## src/rtl/y86_pkg.sv

```systemverilog
// y86_pkg: Y86-64 instruction codes, processor status codes and SEQ sequencer state encoding
package y86_pkg;

    localparam logic [3:0] I_HALT   = 4'h0;
    localparam logic [3:0] I_NOP    = 4'h1;
    localparam logic [3:0] I_RRMOVQ = 4'h2;
    localparam logic [3:0] I_IRMOVQ = 4'h3;
    localparam logic [3:0] I_RMMOVQ = 4'h4;
    localparam logic [3:0] I_MRMOVQ = 4'h5;
    localparam logic [3:0] I_OPQ    = 4'h6;
    localparam logic [3:0] I_JXX    = 4'h7;
    localparam logic [3:0] I_CALL   = 4'h8;
    localparam logic [3:0] I_RET    = 4'h9;
    localparam logic [3:0] I_PUSHQ  = 4'hA;
    localparam logic [3:0] I_POPQ   = 4'hB;

    localparam logic [2:0] S_AOK = 3'd1;
    localparam logic [2:0] S_HLT = 3'd2;
    localparam logic [2:0] S_ADR = 3'd3;
    localparam logic [2:0] S_INS = 3'd4;

    localparam logic [2:0] ST_IDLE   = 3'd0;
    localparam logic [2:0] ST_FETCH  = 3'd1;
    localparam logic [2:0] ST_DECODE = 3'd2;
    localparam logic [2:0] ST_EXEC   = 3'd3;
    localparam logic [2:0] ST_MEM    = 3'd4;
    localparam logic [2:0] ST_WB     = 3'd5;
    localparam logic [2:0] ST_PCUPD  = 3'd6;
    localparam logic [2:0] ST_HALT   = 3'd7;

endpackage

```

## src/rtl/seq_instr_class.sv

```systemverilog
// seq_instr_class: combinational instruction classifier (validity, memory use, register writeback, memory write)
module seq_instr_class
    import y86_pkg::*;
(
    input  logic [3:0] icode,
    input  logic [3:0] ifun,
    output logic       valid,
    output logic       needs_mem,
    output logic       needs_wb,
    output logic       mem_we
);

    assign valid = (icode == I_OPQ) ? (ifun <= 4'd3) :
                   (icode == I_RRMOVQ || icode == I_JXX) ? (ifun <= 4'd6) :
                   (icode <= I_POPQ && ifun == 4'd0);

    assign needs_mem = icode == I_RMMOVQ || icode == I_MRMOVQ || icode == I_CALL ||
                       icode == I_RET || icode == I_PUSHQ || icode == I_POPQ;

    // Every register-writing instruction; rmmovq is the only memory instruction without one
    assign needs_wb = icode == I_RRMOVQ || icode == I_IRMOVQ || icode == I_OPQ || icode == I_MRMOVQ ||
                      icode == I_CALL || icode == I_RET || icode == I_PUSHQ || icode == I_POPQ;

    assign mem_we = icode == I_RMMOVQ || icode == I_CALL || icode == I_PUSHQ;

endmodule

```

## src/rtl/seq_stage_ctrl.sv

```systemverilog
// seq_stage_ctrl: multi-cycle Y86-64 SEQ stage sequencer; define PERF_CNT_EN to add cycle/retired counters
module seq_stage_ctrl
    import y86_pkg::*;
#(
    parameter int MEM_TIMEOUT = 15
`ifdef PERF_CNT_EN
    ,
    parameter int CNT_W = 32
`endif
) (
    input  logic       clk,
    input  logic       rst,
    input  logic       start,
    input  logic [3:0] icode,
    input  logic [3:0] ifun,
    input  logic       imem_error,
    input  logic       mem_ack,
    input  logic       dmem_error,
    output logic       fetch_en,
    output logic       decode_en,
    output logic       exec_en,
    output logic       wb_en,
    output logic       pc_en,
    output logic       cc_en,
    output logic       mem_req,
    output logic       mem_we,
    output logic [2:0] stat,
    output logic       busy
`ifdef PERF_CNT_EN
    ,
    output logic [CNT_W-1:0] cycle_cnt,
    output logic [CNT_W-1:0] retired_cnt
`endif
);

    logic [2:0] state, nxt, nxt_stat;
    logic [3:0] ic, cls_icode;
    logic [7:0] tcnt;
    logic       valid, needs_mem, needs_wb, cls_we;

    // Live code is classified during FETCH; afterwards the latched copy drives all decisions
    assign cls_icode = (state == ST_FETCH) ? icode : ic;

    seq_instr_class u_class (
        .icode     (cls_icode),
        .ifun      (ifun),
        .valid     (valid),
        .needs_mem (needs_mem),
        .needs_wb  (needs_wb),
        .mem_we    (cls_we)
    );

    // Next-state and status selection
    always_comb begin
        nxt = state;
        nxt_stat = stat;
        case (state)
            ST_IDLE:   nxt = start ? ST_FETCH : ST_IDLE;
            ST_FETCH: begin
                if (imem_error) begin
                    nxt = ST_HALT;
                    nxt_stat = S_ADR;
                end else if (!valid) begin
                    nxt = ST_HALT;
                    nxt_stat = S_INS;
                end else if (cls_icode == I_HALT) begin
                    nxt = ST_HALT;
                    nxt_stat = S_HLT;
                end else begin
                    nxt = (cls_icode == I_NOP) ? ST_PCUPD : ST_DECODE;
                end
            end
            ST_DECODE: nxt = ST_EXEC;
            ST_EXEC:   nxt = needs_mem ? ST_MEM : needs_wb ? ST_WB : ST_PCUPD;
            ST_MEM: begin
                if (mem_ack) begin
                    nxt = dmem_error ? ST_HALT : needs_wb ? ST_WB : ST_PCUPD;
                    nxt_stat = dmem_error ? S_ADR : stat;
                end else if (tcnt == 8'(MEM_TIMEOUT - 1)) begin
                    nxt = ST_HALT;
                    nxt_stat = S_ADR;
                end
            end
            ST_WB:     nxt = ST_PCUPD;
            ST_PCUPD:  nxt = ST_FETCH;
            default:   nxt = ST_HALT;
        endcase
    end

    // State, status, memory wait counter and instruction latch
    always_ff @(posedge clk) begin
        if (rst) begin
            state <= ST_IDLE;
            stat  <= S_AOK;
            tcnt  <= 8'd0;
            ic    <= 4'd0;
        end else begin
            state <= nxt;
            stat  <= nxt_stat;
            tcnt  <= (state == ST_MEM && nxt == ST_MEM) ? tcnt + 8'd1 : 8'd0;
            if (state == ST_FETCH) ic <= icode;
        end
    end

    assign fetch_en  = state == ST_FETCH;
    assign decode_en = state == ST_DECODE;
    assign exec_en   = state == ST_EXEC;
    assign wb_en     = state == ST_WB;
    assign pc_en     = state == ST_PCUPD;
    assign cc_en     = exec_en && ic == I_OPQ;
    assign mem_req   = state == ST_MEM;
    assign mem_we    = mem_req && cls_we;
    assign busy      = state != ST_IDLE && state != ST_HALT;

`ifdef PERF_CNT_EN
    // Busy-cycle and retired-instruction counters, wrapping naturally
    always_ff @(posedge clk) begin
        if (rst) begin
            cycle_cnt   <= '0;
            retired_cnt <= '0;
        end else begin
            if (busy) cycle_cnt <= cycle_cnt + CNT_W'(1);
            if (pc_en) retired_cnt <= retired_cnt + CNT_W'(1);
        end
    end
`endif

endmodule

```

## config.mk

```make
export PLATFORM = sky130hd
export DESIGN_NAME = seq_stage_ctrl
export DESIGN_NICKNAME = d
export VERILOG_FILES = /design/src/rtl/y86_pkg.sv /design/src/rtl/seq_instr_class.sv /design/src/rtl/seq_stage_ctrl.sv
export SDC_FILE = /design/constraint.sdc
export NUM_CORES = 1
export LEC_CHECK = 0
export BUFFER_PORTS_ARGS = -buffer_cell sky130_fd_sc_hd__buf_2
export CORE_MARGIN = 2
export CORE_UTILIZATION = 42
export DETAILED_ROUTE_END_ITERATION = 10
export HOLD_SLACK_MARGIN = 0.02
export PLACE_DENSITY_LB_ADDON = 0.25
export SLEW_MARGIN = 0
export SYNTH_ARGS = -nofsm -noshare
export SYNTH_HDL_FRONTEND = slang
export SYNTH_SLANG_ARGS = --single-unit
```

## constraint.sdc

```tcl
create_clock -name clk -period 3 [get_ports clk]
set_input_delay 0 -clock clk [delete_from_list [all_inputs] [get_ports clk]]
set_output_delay 0 -clock clk [all_outputs]
set_load 0.05 [all_outputs]
```

# Word-level counts from Yosys, hierarchy flattened
# Cells that the tools add are included.
# totals
wordCells	81
output_inout_bits	12
inputBits	14
ff_bits	18
# classes
magnitude_cmp	3
bitwise	1
n_reduce_logical	27
n_eq_ne	24
n_addsub	1
n_mux	21
# ops
operator	n
3-bit 2-to-1 mux	13
3-bit one-hot mux with 7 select lines	1
4-bit by 3-bit == test with 1-bit output, second input constant	5
4-bit == test, second input constant	4
1-bit logical OR	15
3-bit == test, second input constant	4
8-bit by 1-bit adder with 8-bit output, second input constant	1
4-bit by 2-bit == test with 1-bit output, second input constant	2
8-bit by 4-bit == test with 1-bit output, second input constant	1
4-bit logical NOT	2
3-bit by 2-bit == test with 1-bit output, second input constant	2
3-bit != test, second input constant	2
3-bit one-hot mux with 2 select lines	1
1-bit logical AND	5
4-bit by 1-bit == test with 1-bit output, second input constant	1
4-bit by 2-bit <= comparator with 1-bit output, second input constant	1
4-bit by 3-bit <= comparator with 1-bit output, second input constant	1
4-bit <= comparator, second input constant	1
2-bit 2-to-1 mux	2
4-bit 2-to-1 mux	1
4-bit by 3-bit != test with 1-bit output, second input constant	1
4-bit AND reduction	1
3-bit by 1-bit == test with 1-bit output, second input constant	1
3-bit logical NOT	1
other kinds (6)	8

# Depth between registers and ports, before layout
# logic_depth
word_depth	18
ltp_mapped	8
mapped_depth_nobuf	7

# By module
# Synthesis repeated with hierarchy kept, for this count alone.
# unflattened
cells_unflattened	131
hier_area_um2	1044.8
# by_module_without_submodules
mod	n_inst	area_per_inst_um2	cells_per_inst	seq_area_each_um2
seq_stage_ctrl	1	949.7	114	360.3
seq_instr_class	1	95.1	17	0.0

# Least setup slack after synthesis
# Ideal clock, no wire load.
# synth_timing
path_type	register -> output
startpoint	register state[1]
endpoint	output mem_we
required_ps	3000
n_path_buf	1
stages_incl_launch_ff	4
path_slack_ps	791
arrival_time_ps	2209
path_cell_list	dfxtp_1 -> buf_2 -> or2b_1 -> nor4_1
# synth_between
elab_chain_len	6
elab_cells_between_ends	9
# synth_lines
element	line	text
start, declared	seq_stage_ctrl.sv:36	logic [2:0] state, nxt, nxt_stat;
start signal, assigned	seq_stage_ctrl.sv:98	state <= nxt;
3-bit by 1-bit == test with 1-bit output	seq_stage_ctrl.sv:42	assign cls_icode = (state == ST_FETCH) ? icode : ic;
4-bit 2-to-1 mux	n/a	
4-bit by 3-bit == test with 1-bit output or 4-bit == test (tied branches)	seq_instr_class.sv:24	assign mem_we = icode == I_RMMOVQ || icode == I_CALL || icode == I_PUSHQ;
1-bit logical OR (2 in a row)	seq_instr_class.sv:24	
1-bit logical AND *	seq_stage_ctrl.sv:112	assign mem_we = mem_req && cls_we;
end, declared	seq_stage_ctrl.sv:26	output logic mem_we,
# Every way passes the cells marked *; elsewhere a longest branch is shown, timed or not.

# Worst setup path after layout
# layout_timing
startpoint	register state[0]
endpoint	register stat[1]
# layout_between
elab_chain_len	9
elab_cells_between_ends	20
# layout_lines
element	line	text
3-bit by 1-bit == test with 1-bit output	seq_stage_ctrl.sv:42, seq_stage_ctrl.sv:57	
4-bit 2-to-1 mux	n/a	
4-bit <= comparator, or another cell as far along	seq_instr_class.sv:15	(icode <= I_POPQ && ifun == 4'd0);
1-bit logical AND or 1-bit logical OR (tied branches)	seq_instr_class.sv:15, seq_instr_class.sv:14	
1-bit 2-to-1 mux	seq_instr_class.sv:14	(icode == I_RRMOVQ || icode == I_JXX) ? (ifun <= 4'd6) :
1-bit 2-to-1 mux	seq_instr_class.sv:13	assign valid = (icode == I_OPQ) ? (ifun <= 4'd3) :
3-bit 2-to-1 mux	seq_stage_ctrl.sv:63	end else if (!valid) begin
3-bit 2-to-1 mux	seq_stage_ctrl.sv:60	if (imem_error) begin
3-bit one-hot mux with 2 select lines	seq_stage_ctrl.sv:57	case (state)
end signal, assigned	seq_stage_ctrl.sv:99	stat <= nxt_stat;
end, declared	seq_stage_ctrl.sv:27	output logic [2:0] stat,
# Several ways; a longest one is shown, not always the timed one.
# A chain may end at the register's enable or synchronous reset.

==> parameters.txt <==
Parameter                              Value

Finish
  Storage element area    360 µm²
  Area growth from synthesis to final layout    17.9%
  Share of final-layout standard cells stronger than drive strength 1    0.209
  Fill cell count    241
  Multi-input combinational cell area    689 µm²
  Antenna diode count    0
  Final layout net count    189
  Final design instance area without fill    1320 µm²

Critical path
  WS Path Type    flop to flop
  Worst Path Required    3210 ps
  Worst Path Arrival    2500 ps
  Number of cell instances on the worst register-to-register path    7
  Gate family responsible for the most delay along the worst path    simple AND/OR/NAND/NOR gates
  Critical path's largest stage delay    560 ps
  Critical-path top delay cell    sky130_fd_sc_hd__dfxtp_1
  Category of the worst setup path launch point    flop
  Maximum fanout along the worst path    13
  Buffers and inverters on the worst path    1
  Number of cells on the critical path    7
  Critical Path, Cell by Cell    or3b_4 -> clkinv_2 -> nand3_1 -> and3_1 -> o21ai_2 -> o221ai_2 -> a221oi_1
  Crit end category    flop

CTS
  TritonCTS clock tree    done
  Clock slew at the register clock pins of the worst setup and hold paths    100 ps
  Post-CTS Setup Repair Bufs    0
  Number of buffers on the longest clock path    2
  Number of sinks on the clock net    18
  Clock latency of the later-clocked register in the worst-skew pair    290 ps
  CTS Root Cell    sky130_fd_sc_hd__clkbuf_4
  Num CTS Buffers    3
  Total number of H-tree levels    1

Floorplan
  Top Ports    26
  Starting Density    0.446
  Core Region    2500 µm²
  Placement row count    18
  Die X-Extent    55.6 µm
  Height of the die    55.6 µm
  Die area    3090 µm²

Timing
  Setup_tns    0 ps
  Final worst-path setup slack    706 ps
  Max frequency    436 MHz
  Final Critical Period    2290 ps
  Total count of hold-check failures in the final report    0
  Final clock period utilization by the worst path    0.765
  Final setup fails    0
  Worst slew slack as a fraction of its limit    0.752
  Worst hold margin    48.3 ps
  Slew of the pin with the lowest slew margin    370 ps
  RSZ-0062 raised after global routing    no
  Worst-case clock skew    11.8 ps
  Number of max-slew violations in the final report    0

Yosys
  Post-synthesis simple-gate area fraction    0.318
  Leading cell types by total area after synthesis    sky130_fd_sc_hd__dfxtp_1 (32%), sky130_fd_sc_hd__nor2_1 (6.4%), sky130_fd_sc_hd__a21oi_1 (6.3%)
  Synthesized cell area    1120 µm²
  Area share of the largest cell type after synthesis    0.323
  Multiplexer fraction of the synthesized cell area    0.0179
  Number of library cell types mapped by synthesis    46
  Flop and latch count out of synthesis    18
  XOR/XNOR Fraction of Synth Area    0.0392
  Main combinational cell family by area after synthesis    simple AND/OR/NAND/NOR gates
  Total nets after synthesis    162
  Synth warnings    0
  Average cell area after synthesis    7.64 µm²
  Cell type with the highest aggregate area in the netlist    sky130_fd_sc_hd__dfxtp_1
  Synthesized-area fraction occupied by adder cells    0.0224
  Sequential fraction of the synthesis area    0.323
  Synth Area in Compound Gates    0.220
  Post-Syn Instances    146

Global route
  Antenna violations before repair    0
  Combined global-route utilization of all metal layers    0.163
  Global-route wire length before repair    4.17 mm
  Vias in the first global route    977
  Overflow left after global routing    0
  Largest net degree at the start of global routing    16

Route
  Post-detailed-route wirelength per cell    12.3 µm
  Via/cell ratio    5.54
  Detailed-route wire length    2.48 mm
  Vias post-DR    1120
  Violation count after the first detailed-route iteration    33
  Residual DRC count    0
  Detailed-router iteration count before antenna repair    4
  Final ANT Viol Nets    0

Pwr
  Pleak    0.000521 µW
  Total power density per cell area    805 nW/µm²
  Maximum VDD drop    0.512 mV

Min path
  Cell depth of the worst min-delay path    3
  Class of the most critical hold timing path    input port to flop

Placement
  HPWL after detailed placement    1.87 mm
  Count of input and output buffers    25
  Final GP Congestion    0.822
  Cell Area, Placed    1240 µm²
  Worst setup slack after placement    762 ps

Job
  Number of max-cap violations    0

Outcome
  Outcome    completed
==> cells in the mapped netlist (all sizes together) <==
master,number
a2111o,1
a211o,3
a211oi,1
a21oi,15
a221oi,1
a31oi,1
and2,4
and3,3
and4b,1
buf,3
clkbuf,4
clkinv,1
dfxtp,18
ha,2
inv,6
mux2i,2
nand2,16
nand2b,2
nand3,6
nand3b,1
nand4,2
nor2,20
nor2b,2
nor3,2
nor3b,2
nor4,4
o211ai,2
o21ai,5
o21bai,1
o221ai,2
o2bb2ai,1
o311ai,1
o31a,1
or2b,1
or3,2
or3b,1
or4,1
xnor2,1
xor2,4
==> timing repair <==
action	4_1_cts	5_1_grt
resized for setup	0	0
hold buffers	4	0
endpoints found under the hold margin	4	0
==> metal layers <==
metal / share of wire / up-vias / global-route usage / wire, µm
met5: 0 / - / 0 / 0
met4: 0.0068 / 0 / 0.0348 / 17
met3: 0.068 / 4 / 0.0562 / 169
met2: 0.46 / 39 / 0.253 / 1140
met1: 0.47 / 504 / 0.218 / 1160
li1: - / 573 / - / -
==> registers in the layout, summed over array words and instances, names as in the netlist <==
signal and flops:
stat 3, ic 4, state 3, tcnt 8
==> per-stage QoR <==
stage | power, µW | util | instances
global route | 1130 | 0.527 | 202
CTS | 1060 | 0.527 | 202
detailed placement | 911 | 0.496 | 194
finish | 1060 | 0.527 | 202
floorplan | 822 | - | 146
global placement | 907 | 0.496 | 194
==> cells in the final DEF, fill, tap and decap left out, types with 4 or more instances in the layout <==
cell | netlist | layout
sky130_fd_sc_hd__a21oi_1 | 14 | 14
sky130_fd_sc_hd__and2_1 | 4 | 4
sky130_fd_sc_hd__buf_2 | 1 | 25
sky130_fd_sc_hd__dfxtp_1 | 18 | 18
sky130_fd_sc_hd__dlygate4sd3_1 | 0 | 4
sky130_fd_sc_hd__inv_1 | 6 | 6
sky130_fd_sc_hd__nand2_1 | 16 | 16
sky130_fd_sc_hd__nand3_1 | 6 | 6
sky130_fd_sc_hd__nor2_1 | 19 | 19
sky130_fd_sc_hd__nor4_1 | 4 | 4
sky130_fd_sc_hd__o21ai_0 | 4 | 4
sky130_fd_sc_hd__xor2_1 | 4 | 4
==> cells by family after synthesis <==
family | after synthesis
flops | 18
mux | 2
buf+inv | 14
xor+xnor | 5
fa+ha+maj | 2
simple gates | 70
compound gates | 35
==> final timing paths <==
path,slack (ps),start,endpoint
max,710,state[0],stat[1]
max reg2reg,710,state[0],stat[1]
min,50,imem_error,state[2]
min reg2reg,480,stat[1],stat[1]
==> worst reg2reg max path, stage by stage, from the launching register on <==
cell	delay [ps]
sky130_fd_sc_hd__dfxtp_1	560
sky130_fd_sc_hd__or3b_4	520
sky130_fd_sc_hd__clkinv_2	190
sky130_fd_sc_hd__nand3_1	100
sky130_fd_sc_hd__and3_1	150
sky130_fd_sc_hd__o21ai_2	230
sky130_fd_sc_hd__o221ai_2	170
sky130_fd_sc_hd__a221oi_1	300
==> report_power, final <==
| part | switching, µW | total [µW] | internal (µW) | leakage (µW) |
|---|---|---|---|---|
| Combinational | 382 | 562 | 180 | 0.000353 |
| Clock | 71.6 | 146 | 74.0 | 0.0000210 |
| Sequential | 67.4 | 351 | 284 | 0.000147 |
==> final cells by class <==
| class | count | area share |
|---|---|---|
| multi-input cells | 114 | 0.524 |
| clock buffers | 4 | 0.0276 |
| inverters | 7 | 0.0209 |
| repair buffers | 29 | 0.125 |
| flip-flops and latches | 18 | 0.274 |
| well taps | 30 | 0.0285 |
(Power assumes the default switching activity.)
